<file path="src/rtl/axis_packer.sv">
// AXI-Stream width up-converter: packs WORD_W-bit input words into WORDS_PER_BEAT
// lanes of one output beat, lane 0 first, with per-lane keep and packet last.
module axis_packer #(
  parameter int WORD_W         = 8,
  parameter int BUS_W          = 32,
  parameter int WORDS_PER_BEAT = BUS_W / WORD_W
) (
  input  logic                                   clk,
  input  logic                                   rst,
  input  logic                                   s_valid,
  output logic                                   s_ready,
  input  logic                                   s_last,
  input  logic [WORD_W-1:0]                      s_data,
  output logic                                   m_valid,
  input  logic                                   m_ready,
  output logic                                   m_last,
  output logic [WORDS_PER_BEAT-1:0]              m_keep,
  output logic [WORDS_PER_BEAT-1:0][WORD_W-1:0]  m_data
);

  if ((BUS_W % WORD_W) != 0) begin : g_bad_width
    $fatal(1, "axis_packer: BUS_W must be a multiple of WORD_W");
  end

  localparam int LANE_W = (WORDS_PER_BEAT > 1) ? $clog2(WORDS_PER_BEAT) : 1;
  localparam logic [LANE_W-1:0] LAST_LANE = LANE_W'(WORDS_PER_BEAT - 1);

  logic [WORDS_PER_BEAT-1:0][WORD_W-1:0] r_fill;
  logic [WORDS_PER_BEAT-1:0][WORD_W-1:0] r_data;
  logic [WORDS_PER_BEAT-1:0][WORD_W-1:0] w_beat_data;
  logic [WORDS_PER_BEAT-1:0]             r_keep;
  logic [WORDS_PER_BEAT-1:0]             w_beat_keep;
  logic [LANE_W-1:0]                     r_lane;
  logic                                  r_valid;
  logic                                  r_last;
  logic                                  w_accept;
  logic                                  w_complete;

  assign s_ready    = !r_valid || m_ready;
  assign w_accept   = s_valid && s_ready;
  assign w_complete = w_accept && ((r_lane == LAST_LANE) || s_last);

  // Lanes above the current index are already zero because the fill buffer
  // is cleared whenever a beat leaves it.
  always_comb begin
    w_beat_data = r_fill;
    w_beat_keep = '0;
    for (int unsigned i = 0; i < WORDS_PER_BEAT; i++) begin
      if (LANE_W'(i) == r_lane) w_beat_data[i] = s_data;
      if (LANE_W'(i) <= r_lane) w_beat_keep[i] = 1'b1;
    end
  end

  always_ff @(posedge clk) begin
    if (rst) begin
      r_fill  <= '0;
      r_lane  <= '0;
      r_data  <= '0;
      r_keep  <= '0;
      r_last  <= 1'b0;
      r_valid <= 1'b0;
    end else begin
      if (w_complete) begin
        r_data  <= w_beat_data;
        r_keep  <= w_beat_keep;
        r_last  <= s_last;
        r_valid <= 1'b1;
        r_fill  <= '0;
        r_lane  <= '0;
      end else begin
        if (w_accept) begin
          r_fill[r_lane] <= s_data;
          r_lane         <= r_lane + LANE_W'(1);
        end
        if (m_ready) r_valid <= 1'b0;
      end
    end
  end

  assign m_valid = r_valid;
  assign m_data  = r_data;
  assign m_keep  = r_keep;
  assign m_last  = r_last;

endmodule
</file>
<file path="config.mk">
export PLATFORM = sky130hd
export DESIGN_NAME = axis_packer
export DESIGN_NICKNAME = d
export VERILOG_FILES = /design/src/rtl/axis_packer.sv
export SDC_FILE = /design/constraint.sdc
export NUM_CORES = 1
export LEC_CHECK = 0
export CAP_MARGIN = 40
export CORE_ASPECT_RATIO = 0.5
export CORE_MARGIN = 3
export CORE_UTILIZATION = 47
export CTS_CLUSTER_SIZE = 30
export DETAILED_ROUTE_END_ITERATION = 10
export PLACE_DENSITY = 0.83
export SLEW_MARGIN = 30
export SYNTH_ARGS = -nofsm -noshare
export SYNTH_HDL_FRONTEND = slang
export SYNTH_SLANG_ARGS = --single-unit
</file>
<file path="constraint.sdc">
create_clock -name clk -period 1.7 [get_ports clk]
set_input_delay 0.34 -clock clk [delete_from_list [all_inputs] [get_ports clk]]
set_output_delay 0.34 -clock clk [all_outputs]
set_load 0.005 [all_outputs]
</file>
## Word-level counts from Yosys, hierarchy flattened

Cells that the tools add are included.

- Flip-flop bits (word level): 72
- Input port bits: 13
- Output and inout bits: 39
- Word-level logic and storage cells: 45

- $add $sub $neg: 1
- Magnitude comparators: 6
- Eq/ne operators: 4
- Muxes and demuxes: 13
- Reduce and logical (&&, ||, !) cells: 9

Operators with widths:

| cell | count |
|---|---|
| $mux W8 | 5 |
| $bwmux W32 | 1 |
| $demux W8 S2 | 1 |
| $mux W1 | 6 |
| $eq A2 B2 Y1 const A | 2 |
| $le A1 B2 Y1 const A | 2 |
| $le A2 B2 Y1 const A | 2 |
| $logic_and A1 B1 Y1 | 3 |
| $lt A2 B3 Y1 const B | 1 |
| $add A2 B1 Y2 const B | 1 |
| $eq A1 B2 Y1 const A | 1 |
| $eq A2 B2 Y1 const B | 1 |
| $ge A2 B1 Y1 const B | 1 |
| $logic_not A2 Y1 | 1 |
| $logic_or A1 B1 Y1 | 2 |
| $reduce_bool A2 Y1 | 1 |
| $reduce_or A2 Y1 | 1 |
| $logic_not A1 Y1 | 1 |

## Longest topological paths before layout

- Depth in word-level cells: 5
- Depth in mapped cells: 8
- Mapped depth without buffers: 5

## Worst setup path before layout

OpenSTA, ideal clock, no wires.

- Path kind: register to register
- From: reg r_lane[0]
- To: reg r_valid (netlist: m_valid)
- Setup time: 0.115 ns
- Data arrival time: 1.584 ns
- Data required time: 1.585 ns
- Setup slack: 0.001 ns
- Cell stages (with the launch flop): 9
- Buffers on the path: 4
- Period minus slack after synthesis: 1.699 ns
- Cell sequence: dfxtp_1 -> ha_1 -> buf_6 -> or2_1 -> buf_6 -> and3_4 -> buf_6 -> buf_6 -> o21a_1

- Longest elaborated chain between the ends: 4
- Elaborated cells on any way between the ends: 5
- Those cells by class: eq/ne (1); mux (1); reduce/logical (3)

RTL lines:

| item | RTL line | text |
|---|---|---|
| start, declared | 33 | `logic [LANE_W-1:0] r_lane;` |
| start signal, assigned | 73 | `r_lane <= r_lane + LANE_W'(1);` |
| $eq A2 B2 Y1 * | 41 | `assign w_complete = w_accept && ((r_lane == LAST_LANE) \|\| s_last);` |
| $logic_or A1 B1 Y1 * | 41 |  |
| $logic_and A1 B1 Y1 * | 41 |  |
| $mux W1 or $reduce_bool A2 Y1 (tied branches) | -- |  |
| end signal, assigned | 61 | `r_valid <= 1'b0;` |
| end signal, assigned | 67 | `r_valid <= 1'b1;` |
| end signal, assigned | 75 | `if (m_ready) r_valid <= 1'b0;` |
| end, declared | 34 | `logic r_valid;` |

Every way passes the cells marked *; elsewhere a longest branch is shown, timed or not.
A chain may end at the register's enable or synchronous reset.

## Worst setup path in the final report

- From: in m_ready
- To: reg r_last (netlist: m_last)

- Longest elaborated chain between the ends: 3

RTL lines:

| item | RTL line | text |
|---|---|---|
| start, declared | 15 | `input logic m_ready,` |
| $logic_or A1 B1 Y1 | 39 | `assign s_ready = !r_valid \|\| m_ready;` |
| $logic_and A1 B1 Y1 | 40 | `assign w_accept = s_valid && s_ready;` |
| $logic_and A1 B1 Y1 | 41 |  |
| end signal, assigned | 66 | `r_last <= s_last;` |
| end, declared | 35 | `logic r_last;` |

No other way between the ends.

==> impl_metrics.py <==
metrics = {
    "outcome": {
        "outcome": "complete, no violations",
    },
    "power_and_ir_drop": {
        "swShare_pct": 23.4,
        "ir_drop_mv": 0.641,
        "power_mw": 4.47,
        "power_switching_mw": 1.04,
        "pwr-share-seq_pct": 40.6,
        "power.internal_mw": 3.42,
        "p_clk_share_pct": 45.4,
        "p_leak_nw": 1.45,
        "powerDensity_nw_per_um2": 1060,
        "power_frac_comb_pct": 14.0,
    },
    "logic_synthesis": {
        "yosys.area_share.simple_pct": 7.97,
        "synthAdderAreaFrac_pct": 1.92,
        "syn_avg_cell_area_um2": 10.0,
        "netlist.area_leader.share_pct": 44.3,
        "yosys.area.top_type": "dfxtp_1",
        "synth_area_um2": 3250,
        "yosys-top-cells-area": "dfxtp_1 44%, a211oi_2 11%, mux2i_1 9.9%",
        "yosysWarnings": 0,
        "synth_cell_types": 26,
        "synth_top_family_by_area": "compound AO/OA/AOI/OAI gates",
        "yosysSeqAreaShare_pct": 44.3,
        "synthCells": 325,
        "synth_fp_nets": 343,
        "synth.area.mux_share_pct": 9.85,
        "synth_compound_gate_area_share_pct": 28.6,
        "synthXorXnorAreaFrac_pct": 0,
        "ys_seq_elements": 72,
    },
    "floorplanning": {
        "die_x_um": 124,
        "die_y_um": 64.8,
        "core_area_um2": 6380,
        "io_pins": 52,
        "dieArea_um2": 8010,
        "start_util_pct": 50.9,
        "placementRows": 20,
    },
    "global_routing": {
        "grt_pass1_wl_mm": 14.4,
        "antenna_found_initial": 0,
        "grt_max_degree": 37,
        "overflow": 0,
        "grt_pass1_vias": 2853,
        "track_usage_pct": 23.3,
    },
    "clock_network": {
        "htree_levels": 3,
        "clk-insertion-delay-late_ns": 0.33,
        "ctsHoldBuffers": 0,
        "numCtsBuffers": 9,
        "clock_path_buffers": 2,
        "cts.sinks": 72,
        "path_clk_slew_ns": 0.05,
        "root_buffer": "clkbuf_16",
        "cts_tree": "done",
    },
    "setup_path": {
        "path_max_fanout": 30,
        "max_stage_delay_ns": 0.41,
        "r2r_end": "r_lane[0]$_SDFFE_PP0P_",
        "r2r-start": "r_lane[1]$_SDFFE_PP0P_",
        "cp_cell_sequence": "clkdlybuf4s50_1 -> nor2b_2 -> clkinv_2 -> buf_4 -> buf_4 -> and3_1 -> a22o_1",
        "cp-end-kind": "flip-flop",
        "reg2regPathDepth": 6,
        "cp_top_family": "buffers and inverters",
        "critPathBufInv": 4,
        "critPathKind": "in2reg",
        "startpoint_type": "primary input",
        "cp_data_required_time_ns": 1.92,
        "slowest_stage": "clkdlybuf4s50_1",
        "crit_arrival_ns": 1.88,
        "r2r_slack_ns": 0.07,
        "crit_path_frequent_cell": "buf_4",
    },
    "min_path": {
        "hold_start": "rst",
        "hold_depth": 2,
        "worstHoldEndpoint": "m_keep[3]$_SDFFE_PP0P_",
        "hold_class": "in2reg",
    },
    "sta": {
        "whs_ns": 0.381,
        "drv_slew": 0,
        "final.setup.tns_ns": 0,
        "worst_slew_pin_slew_ns": 0.567,
        "fmax_mhz": 606,
        "setup_viol": 0,
        "setup_ws_ns": 0.0494,
        "period_minus_slack_ns": 1.65,
        "worst_clock_skew_ns": 0.00404,
        "slew_headroom_pct": 62.2,
        "hold_viol_final": 0,
        "period_share_pct": 97.1,
    },
    "layout": {
        "final.fill_count": 447,
        "seqCellArea_um2": 1440,
        "multiInputGateArea_um2": 1590,
        "area_delta_synth_final_pct": 29.8,
        "final_common_cell": "dfxtp_1",
        "n_antenna_cell": 0,
        "final_area_um2": 4220,
        "drive_gt1_share_pct": 20.5,
        "mostFrequentLayoutCells": "72 x dfxtp_1, 49 x clkdlybuf4s50_1, 35 x a31oi_1",
        "fin_nets": 394,
    },
    "placement": {
        "place_congestion": 0.827,
        "placed_area_um2": 3870,
        "port-buffer-count": 51,
        "hpwlAfterDp_mm": 5.67,
        "pre_cts_slack_ns": -0.262,
    },
    "detailed_routing": {
        "drtAntennaViolNets": 0,
        "drc": 0,
        "routed_via_density": 6.13,
        "wire_per_inst_um": 19.0,
        "first_pass_iters": 5,
        "drt_wl_total_mm": 8.87,
        "num_vias": 2870,
        "drt_iter0_drc": 422,
    },
    "flow_run": {
        "maxCapViolCount": 0,
    },
}
==> cells by family after synthesis <==
logic type / after synthesis
AO/OA/AOI/OAI: 126
flip-flops: 72
AND/OR/NAND/NOR: 48
buffers and inverters: 42
multiplexers: 32
adder cells (fa/ha/maj): 5
==> metal layers <==
layer | up-vias | part of all wire [%] | GRT usage [%]
met2 | 158 | 47 | 35.6
li1 | 1313 | - | -
met5 | - | 0 | 0
met3 | 32 | 8.6 | 7.50
met1 | 1367 | 42 | 29.7
met4 | 0 | 3.0 | 11.4
==> Yosys cell counts <==
library cell / instances
dfxtp_1: 72
a31oi_1: 35
mux2i_1: 32
a211oi_2: 28
nand3_1: 27
o21ai_0: 26
a21oi_1: 22
clkbuf_1: 13
and2_1: 11
buf_2: 11
buf_6: 9
a211oi_1: 6
ha_1: 5
inv_1: 5
a21oi_2: 4
buf_1: 4
nand2_1: 4
nor2b_1: 2
o21a_1: 2
a22o_1: 1
a31o_1: 1
and3_1: 1
and3_4: 1
nor2_1: 1
o22ai_1: 1
or2_1: 1
==> sequential cells by signal (all words and copies together), names as in the netlist <==
name	cells
m_keep	4
r_fill	32
m_last	1
r_lane	2
m_valid	1
m_data	32
==> per-stage QoR <==
step           util [%]  instances
2_1_floorplan         -        325
3_3_place_gp       60.6        450
3_5_place_dp       60.6        450
4_1_cts            65.9        467
5_1_grt            66.1        468
6_report           66.1        468
==> power groups by stage <==
stage          Combinational (mW)  Sequential, mW  Clock [mW]
3_5_place_dp                0.603            1.85           0
4_1_cts                     0.614            1.81        2.05
6_report                    0.627            1.81        2.03
3_3_place_gp                0.580            1.84           0
5_1_grt                     0.674            1.82        2.13
2_1_floorplan               0.340            1.84           0
==> how the worst max path moves through the flow <==
| stage | from | end | slack (ns) | depth (start not counted) |
|---|---|---|---|---|
| after floorplan | r_lane[0]$_SDFFE_PP0P_ | m_valid$_SDFFE_PP0P_ | 0.001 | 8 |
| after global placement | m_ready | s_ready | -0.24 | 4 |
| after CTS | r_lane[1]$_SDFFE_PP0P_ | m_data[1]$_SDFFE_PP0P_ | 0.06 | 4 |
| after detailed placement | m_ready | m_last$_SDFFE_PP0P_ | -0.26 | 6 |
| after global routing | r_lane[0]$_SDFFE_PP0P_ | r_fill[23]$_SDFFE_PP0P_ | -0.003 | 6 |
| final | m_ready | m_last$_SDFFE_PP0P_ | 0.05 | 7 |
==> area by class of cell <==
type	instances	area share, %
inverter	5	0.474
clock inverter	3	1.54
sequential	72	34.2
multi-input combinational	212	37.6
clock buffer	12	6.08
tap	88	2.61
timing repair buffer	76	17.6
==> repair_timing <==
item | 4_1_cts | 5_1_grt
hold endpoints to repair | 0 | 0
endpoints found under the setup margin | 1 | 19
cloned | 0 | 1
setup buffers | 2 | 0
pin swaps | 0 | 1
resized for setup | 3 | 3
Note: power is estimated with default switching activity, not from simulation.
